## src/rtl/hex_display_arbiter_if.sv

```systemverilog
// Requester-side bus of hex_display_arbiter: per-requester req/data lanes in,
// one-hot ack, current owner and busy back out.
interface hex_display_arbiter_if #(
   parameter int N_REQ = 4
);
   localparam int OW = (N_REQ > 1) ? $clog2(N_REQ) : 1;

   logic [N_REQ-1:0]    req;
   logic [24*N_REQ-1:0] data;
   logic [N_REQ-1:0]    ack;
   logic [OW-1:0]       owner;
   logic                busy;

   modport master (
      output req,
      output data,
      input  ack,
      input  owner,
      input  busy
   );

   modport slave (
      input  req,
      input  data,
      output ack,
      output owner,
      output busy
   );
endinterface

```

## src/rtl/hex_display_arbiter.sv

```systemverilog
// Round-robin arbiter sharing the six-digit HEX display between N_REQ requesters.
// Optional build macro HEX_LEADING_ZERO_BLANK_EN blanks leading zero digits (HEX5..HEX1).
module hex_display_arbiter #(
   parameter int N_REQ = 4,
   parameter int DWELL = 50_000_000
) (
   input  logic                  CLOCK_50,
   input  logic                  RESET,
   hex_display_arbiter_if.slave  bus,
   output logic [6:0]            HEX0,
   output logic [6:0]            HEX1,
   output logic [6:0]            HEX2,
   output logic [6:0]            HEX3,
   output logic [6:0]            HEX4,
   output logic [6:0]            HEX5
);

   localparam int          CW = $clog2(DWELL + 1);
   localparam int          OW = (N_REQ > 1) ? $clog2(N_REQ) : 1;
   localparam int unsigned NR = N_REQ;

   localparam logic [0:0] ST_IDLE = 1'b0;
   localparam logic [0:0] ST_HOLD = 1'b1;

   logic [0:0]       state_q, state_d;
   logic [CW-1:0]    cnt_q,   cnt_d;
   logic [23:0]      disp_q,  disp_d;
   logic [OW-1:0]    owner_q, owner_d;
   logic [OW-1:0]    ptr_q,   ptr_d;
   logic [N_REQ-1:0] ack_q,   ack_d;

   logic [23:0]      lane [N_REQ];
   logic             found;
   logic [OW-1:0]    win;

   for (genvar g = 0; g < N_REQ; g++) begin : g_lane
      assign lane[g] = bus.data[24*g +: 24];
   end

   // Search begins one past the last winner so it drops to lowest priority.
   always_comb begin : rr_search
      int unsigned idx;
      found = 1'b0;
      win   = '0;
      idx   = 0;
      for (int unsigned i = 1; i <= NR; i++) begin
         idx = {{(32-OW){1'b0}}, ptr_q} + i;
         if (idx >= NR) begin
            idx = idx - NR;
         end
         if (!found && bus.req[idx[OW-1:0]]) begin
            found = 1'b1;
            win   = idx[OW-1:0];
         end
      end
   end

   always_comb begin : fsm_next
      state_d = state_q;
      cnt_d   = cnt_q;
      disp_d  = disp_q;
      owner_d = owner_q;
      ptr_d   = ptr_q;
      ack_d   = '0;
      case (state_q)
         ST_IDLE: begin
            if (found) begin
               disp_d     = lane[win];
               owner_d    = win;
               ptr_d      = win;
               ack_d[win] = 1'b1;
               cnt_d      = CW'(DWELL - 1);
               state_d    = ST_HOLD;
            end
         end
         ST_HOLD: begin
            if (cnt_q == '0) begin
               state_d = ST_IDLE;
            end else begin
               cnt_d = cnt_q - 1'b1;
            end
         end
         default: state_d = ST_IDLE;
      endcase
   end

   always_ff @(posedge CLOCK_50 or posedge RESET) begin
      if (RESET) begin
         state_q <= ST_IDLE;
         cnt_q   <= '0;
         disp_q  <= '0;
         owner_q <= '0;
         ptr_q   <= OW'(N_REQ - 1);
         ack_q   <= '0;
      end else begin
         state_q <= state_d;
         cnt_q   <= cnt_d;
         disp_q  <= disp_d;
         owner_q <= owner_d;
         ptr_q   <= ptr_d;
         ack_q   <= ack_d;
      end
   end

   assign bus.ack   = ack_q;
   assign bus.owner = owner_q;
   assign bus.busy  = (state_q == ST_HOLD);

   function automatic logic [6:0] seg7(input logic [3:0] n);
      case (n)
         4'h0: seg7 = 7'h40;
         4'h1: seg7 = 7'h79;
         4'h2: seg7 = 7'h24;
         4'h3: seg7 = 7'h30;
         4'h4: seg7 = 7'h19;
         4'h5: seg7 = 7'h12;
         4'h6: seg7 = 7'h02;
         4'h7: seg7 = 7'h78;
         4'h8: seg7 = 7'h00;
         4'h9: seg7 = 7'h10;
         4'hA: seg7 = 7'h08;
         4'hB: seg7 = 7'h03;
         4'hC: seg7 = 7'h46;
         4'hD: seg7 = 7'h21;
         4'hE: seg7 = 7'h06;
         default: seg7 = 7'h0E;
      endcase
   endfunction

   logic [6:0] seg   [6];
   logic [5:0] blank;

   always_comb begin : decode
      for (int unsigned k = 0; k < 6; k++) begin
         seg[k] = seg7(disp_q[4*k +: 4]);
      end
   end

`ifdef HEX_LEADING_ZERO_BLANK_EN
   logic [5:0] zero;

   always_comb begin : zero_flags
      for (int unsigned k = 0; k < 6; k++) begin
         zero[k] = (disp_q[4*k +: 4] == 4'h0);
      end
   end

   // A digit blanks only while every digit above it is also blank; HEX0 always shows.
   always_comb begin : blank_chain
      blank    = '0;
      blank[5] = zero[5];
      blank[4] = blank[5] & zero[4];
      blank[3] = blank[4] & zero[3];
      blank[2] = blank[3] & zero[2];
      blank[1] = blank[2] & zero[1];
   end
`else
   assign blank = '0;
`endif

   assign HEX0 = blank[0] ? 7'h7F : seg[0];
   assign HEX1 = blank[1] ? 7'h7F : seg[1];
   assign HEX2 = blank[2] ? 7'h7F : seg[2];
   assign HEX3 = blank[3] ? 7'h7F : seg[3];
   assign HEX4 = blank[4] ? 7'h7F : seg[4];
   assign HEX5 = blank[5] ? 7'h7F : seg[5];

endmodule

```

## src/flat_wrapper.sv

```systemverilog
// flat-port wrapper written by rule: the top's interface ports become plain ports
module hex_display_arbiter_flat 
#(
   parameter int N_REQ = 4,
   parameter int DWELL = 50_000_000
)
  (CLOCK_50, RESET, HEX0, HEX1, HEX2, HEX3, HEX4, HEX5, bus_req, bus_data, bus_ack, bus_owner, bus_busy);
  hex_display_arbiter_if #(.N_REQ(N_REQ)) bus_i ();
  input  logic CLOCK_50;
  input  logic RESET;
  output logic [6:0] HEX0;
  output logic [6:0] HEX1;
  output logic [6:0] HEX2;
  output logic [6:0] HEX3;
  output logic [6:0] HEX4;
  output logic [6:0] HEX5;
  input wire logic [$bits(bus_i.req)-1:0] bus_req;
  input wire logic [$bits(bus_i.data)-1:0] bus_data;
  output wire logic [$bits(bus_i.ack)-1:0] bus_ack;
  output wire logic [$bits(bus_i.owner)-1:0] bus_owner;
  output wire logic [$bits(bus_i.busy)-1:0] bus_busy;
  assign bus_i.req = bus_req;
  assign bus_i.data = bus_data;
  assign bus_ack = bus_i.ack;
  assign bus_owner = bus_i.owner;
  assign bus_busy = bus_i.busy;
  hex_display_arbiter #(.N_REQ(N_REQ), .DWELL(DWELL)) u_core (.CLOCK_50(CLOCK_50), .RESET(RESET), .bus(bus_i), .HEX0(HEX0), .HEX1(HEX1), .HEX2(HEX2), .HEX3(HEX3), .HEX4(HEX4), .HEX5(HEX5));
endmodule
```

## config.mk

```make
export PLATFORM = sky130hd
export DESIGN_NAME = hex_display_arbiter_flat
export DESIGN_NICKNAME = d
export VERILOG_FILES = /design/src/rtl/hex_display_arbiter_if.sv /design/src/rtl/hex_display_arbiter.sv /design/src/flat_wrapper.sv
export SDC_FILE = /design/constraint.sdc
export NUM_CORES = 1
export LEC_CHECK = 0
export ABC_AREA = 0
export BUFFER_PORTS_ARGS = -buffer_cell sky130_fd_sc_hd__buf_2
export CAP_MARGIN = 10
export CORE_ASPECT_RATIO = 0.7
export CORE_MARGIN = 5
export CORE_UTILIZATION = 52
export DETAILED_ROUTE_END_ITERATION = 8
export GPL_ROUTABILITY_DRIVEN = 0
export PLACE_DENSITY = 0.9
export RECOVER_POWER = 25
export SLEW_MARGIN = 20
export SYNTH_ARGS = -nofsm -noshare
export SYNTH_HDL_FRONTEND = slang
export SYNTH_SLANG_ARGS = --single-unit
```

## constraint.sdc

```tcl
create_clock -name CLOCK_50 -period 2.8 [get_ports CLOCK_50]
set_input_delay 0.28 -clock CLOCK_50 [delete_from_list [all_inputs] [get_ports CLOCK_50]]
set_output_delay 0.28 -clock CLOCK_50 [all_outputs]
set_load 0.02 [all_outputs]
```

Word-level counts from Yosys, hierarchy flattened
Memory sizes are Yosys's and may differ from the RTL's.
Cells that the tools add are included.
- memories kept: 6
- register bits: 59
- latch bits: 0
- bits in read-only memories: 672
- RAM bits: 0
- input bits: 102
- output and inout bits: 49
- memories (name ; words ; bits a word ; rd ports ; clocked after Yosys merged registers in ; write ports ; RTL line ; RTL):
    (name not given) ; 16 ; 7 ; 1 ; 0 ; 0 ; hex_display_arbiter.sv:110 ; case (n)
    (name not given) ; 16 ; 7 ; 1 ; 0 ; 0 ; hex_display_arbiter.sv:110 ;
    (name not given) ; 16 ; 7 ; 1 ; 0 ; 0 ; hex_display_arbiter.sv:110 ;
    (name not given) ; 16 ; 7 ; 1 ; 0 ; 0 ; hex_display_arbiter.sv:110 ;
    (name not given) ; 16 ; 7 ; 1 ; 0 ; 0 ; hex_display_arbiter.sv:110 ;
    (name not given) ; 16 ; 7 ; 1 ; 0 ; 0 ; hex_display_arbiter.sv:110 ;
- bitwise operators: 2
- magnitude comparators: 11
- $add $sub $neg: 9
- reductions and logical operators: 10
- mux-type cells: 33
- div/mod/pow operators: 0
- $mul: 0
- shift-type cells: 0
- equality and inequality tests: 2
- operators by type and width (operator ; number):
    $mux 26 ; 2
    $pmux 26 s2 ; 1
    $bmux 24 s2 ; 1
    $mux 24 ; 2
    $logic_not 26->1 ; 1
    $sub 26x1->26 const B ; 1
    $mux 2 ; 8
    $lt 2x3->1 const B ; 5
    $ge 3x3->1 const B ; 4
    $mux 1 ; 11
    $bmux 1 s2 ; 4
    $mux 4 ; 2
    $sub 2x1->2 const B ; 4
    $add 2x2->3 const B ; 2
    $add 2x3->4 const B ; 1
    $ge 4x3->1 const B ; 1
    $logic_and 1x1->1 ; 4
    $reduce_and 2->1 ; 2
    $add 2x1->3 const B ; 1
    $logic_not 1->1 ; 3
    $not 2->3 ; 1
    $demux 1 s2 ; 1
    $ge 2x1->1 const B ; 1
    $ne 2x1->1 const B ; 1
    3 further kinds ; 3

Logic depth before layout (Yosys ltp)
- depth after elaboration: 21
- mapped depth: 8

Worst setup path after synthesis
Ideal clock, no wire load.
- kind: reg-to-reg
- from: register u_core.cnt_q[18]
- to: register u_core.cnt_q[15]
- arrival time: 2119 ps
- buffers on the path: 2
- cell stages (with the launch flop): 8
- required time: 2658 ps
- setup slack: 539 ps
- clock period less this slack: 2261 ps
- cells stage by stage: dfrtp_1 -> or4_1 -> buf_2 -> or3_1 -> buf_2 -> o31ai_4 -> or3_1 -> nand3_1
- word-level cells in the longest chain between the ends: 3
- RTL lines (item ; RTL line ; RTL):
    start: declaration ; hex_display_arbiter.sv:26 ; logic [CW-1:0] cnt_q, cnt_d;
    start signal: assignment ; hex_display_arbiter.sv:97 ; cnt_q <= cnt_d;
    $logic_not 26->1 ; hex_display_arbiter.sv:77 ; if (cnt_q == '0) begin
    $ne 2x2->1 (no line) ; n/a ;
    $reduce_and 2->1 (no line) ; n/a ;
No other way between the ends.
A chain may end at the register's enable or synchronous reset.

Final worst setup path
- from: register u_core.cnt_q[18]
- to: register u_core.cnt_q[11]
Same word-level chain as after synthesis.

==> key figures <==
Run status
  – Run status: finished clean

Route
  – Total wire length: 14,230 µm
  – Antenna-violating nets left: 0
  – Drc violations: 0
  – TritonRoute pass-1 iters: 5
  – Vias per cell: between 6 and 7
  – Routed length per placed instance: 17.74 µm
  – DR iter-0 viols: 407
  – Routed vias: roughly 5,000

Logic synthesis
  – Library cells used by synthesis: 53
  – Most common library cells after synthesis: dfrtp_1, nor2_1, mux2i_1
  – Top_reg_cell synth: dfrtp_1
  – Yosys top cell by area: dfrtp_1
  – Syn_nets: 669
  – Synth top area share: 30.17%
  – Yosys warnings: 0
  – Count leader, synth: dfrtp_1
  – #FFs+latches synth: just under 60
  – FFs w/ async S/R, synth: 100.0%
  – EDFF count, synth: 0
  – Cell count after synthesis: 530
  – Mapped cell area: 0.004727 mm²
  – Seq/Total Area, Yosys: 31.29%
  – Synth Area per Inst: 8.919 µm²
  – Synth top area cells: dfrtp_1, ha_1, mux2i_1

GRT
  – Vias in the first global route: 4,701
  – Total GRT Usage: approximately a quarter
  – Initial antenna violation count: 2
  – Remaining global-route overflow: 0
  – First-pass GRT wire length: about 23,000 µm
  – Largest net degree at the start of global routing: 42

Setup path
  – CP delay by family, top: simple AND/OR/NAND/NOR gates
  – Worst Setup SP: u_core.cnt_q[18]$_DFFE_PP0P_
  – Critical Path Slowest Stage Cell: or4_1
  – Worst Path Max Fanout: 10
  – Worst endpoint required time: 2.97 ns
  – CP Launch Type: flop
  – WP data arrival: 2.71 ns
  – Worst path cell trace: or4_1 -> or3_1 -> o31ai_4 -> or4_1 -> a21oi_1
  – Most used cell, CP: or4_1
  – CP max stage delay: 0.68 ns
  – Critical path buffers and inverters: 0
  – Origin of the critical flop-to-flop path: u_core.cnt_q[18]$_DFFE_PP0P_
  – Crit Path Class: reg2reg
  – CP Capture Type: flop

Timing
  – Crit share post-route: 90.78%
  – Fmax: 393.4 MHz
  – Worst slew pin tran: 1.067 ns
  – Final Max Tran Viols: 0
  – Final setup viols: 0
  – Clock skew: 0.009313 ns
  – Minimum clock period after layout: 2.542 ns
  – Slew HR: 28.77%
  – Final worst setup slack: 0.2581 ns
  – Endpoints failing hold: 0
  – Final setup TNS: 0 ns
  – RSZ-0062 raised after global routing: false

Clock tree
  – Cts hold-fix bufs: 0
  – Post-CTS Setup Inserts: 0
  – Gates resized, CTS repair: 0
  – CTS tree: built
  – Clk_lat worst skew: 0.34 ns
  – Clock slew at reported path FFs: 0.06 ns
  – Clk buf depth: 2
  – Clk sinks: 59
  – CTS buffer count: 9
  – Root buffer cell: clkbuf_16
  – H-tree depth: 3

Floorplanning
  – Die area: between 0.01 and 0.015 mm²
  – IO Pins: 151
  – Initial Utilization: 52.74%
  – Die X: around 120 µm
  – Die height: 89.77 µm
  – CORE AREA: 0.008962 mm²
  – Placement Rows: 29

Layout
  – Multi-input logic area: slightly above 0.003 mm²
  – P&R area growth vs syn: 25.12%
  – Fraction of layout cells with a size suffix above 1: 30.03%
  – FILL cells: a little over 700
  – Nets: about 800
  – Design Area, Final: slightly below 0.006 mm²
  – Register area: 0.001479 mm²

Power and ir drop
  – Switching share of power: between 30% and 40%
  – Sequential power share: around 34%
  – Pwr per Cell Area: 580.5 mW/mm²
  – Final Power: 3433 µW
  – Clock power frac: 32.1%
  – P_leak: 0.002777 µW
  – Int Power: 2163 µW
  – Net switching power: 1270 µW
  – Peak VDD IR: 0.0002818 V
  – Combinational share of power: 34.5%

Placement
  – Instance area at placement: between 0.005 and 0.006 mm²
  – Post-DP HPWL: 10,580 µm
  – PortBufs: 150
  – Pre-CTS WS: 0.2937 ns

Run
  – Max-cap violations: 0

Min path
  – Hold Crit Class: in2reg
  – Min-delay src: bus_data[13]
cells in the final DEF (no fill, tap or decap), drive strengths merged, types with 10 or more instances in the layout:
| master | instances |
|---|---|
| buf | 161 |
| or3 | 11 |
| mux2i | 45 |
| clkbuf | 11 |
| nand3 | 32 |
| o21ai | 23 |
| a22o | 10 |
| nand2 | 34 |
| a31oi | 15 |
| o211ai | 22 |
| inv | 32 |
| dfrtp | 57 |
| a21oi | 13 |
| nor2 | 46 |
| ha | 37 |
| a22oi | 18 |
worst min-delay path, stage by stage:
cell      delay (ns)
buf_2           0.08
a22oi_1         0.05
o211ai_1        0.08
kinds of logic (layout without fill, tap and decap cells):
group / after synthesis / after routing / share of synthesized area, %
AO/OA/AOI/OAI: 140 / 140 / 21.47
XOR/XNOR: 3 / 3 / 0.5560
adder cells (fa/ha/maj): 37 / 37 / 9.793
buffers and inverters: 64 / 210 / 5.214
flip-flops: 59 / 59 / 31.29
multiplexers: 53 / 53 / 12.63
other: 0 / 2 / 0
AND/OR/NAND/NOR: 174 / 174 / 19.06
path summary, 6_finish.rpt:
check	depth (start not counted)	end	slack [ns]
min in group asynchronous	2	u_core.bus.ack[3]$_DFF_PP0_	0.21
worst max register to register	5	u_core.cnt_q[11]$_DFFE_PP0P_	0.26
worst min register to register	2	u_core.bus.owner[1]$_DFFE_PP0P_	0.47
worst min-delay path	3	u_core.disp_q[13]$_DFFE_PP0P_	0.20
worst max-delay path	5	u_core.cnt_q[11]$_DFFE_PP0P_	0.26
max in group asynchronous	3	u_core.disp_q[0]$_DFFE_PP0P_	1.17
power groups by stage:
| stage | clock (µW) | combinational, µW | sequential (µW) |
|---|---|---|---|
| 4_1_cts | 1110 | 1180 | 1140 |
| 3_3_place_gp | 0 | 1130 | 1140 |
| 6_report | 1100 | 1180 | 1150 |
| 3_5_place_dp | 0 | 1170 | 1160 |
| 5_1_grt | 1160 | 1300 | 1180 |
| 2_1_floorplan | 0 | 873 | 1070 |
layout make-up:
type / instances / area share [%]
Clock buffer: 9 / 3.808
Inverter: 31 / 1.967
Clock inverter: 7 / 1.290
Timing Repair Buffer: 163 / 14.22
Sequential cell: 59 / 25.01
Antenna cell: 2 / 0.08462
Tap cell: 124 / 2.623
Multi-Input combinational cell: 407 / 51.00
routing by layer:
metal	GRT usage, %	routed length, µm
met2	40.53	6764
met1	34.09	5742
met3	4.517	1306
met4	10.21	412
met5	0	0
per-stage QoR:
stage	util (%)	instances	hold slack (ns)
floorplan	-	530	0.4358
global placement	62.66	784	0.3637
detailed placement	62.66	784	0.3751
CTS	66.02	800	0.02927
global route	65.99	802	0.2053
finish	65.99	802	0.2001
state kept, by name, indices dropped and copies added (netlist names):
register          flops
u_core.bus.busy       1
u_core.ptr_q          2
u_core.bus.owner      2
u_core.bus.ack        4
u_core.disp_q        24
u_core.cnt_q         26
(Power assumes the default switching activity.)
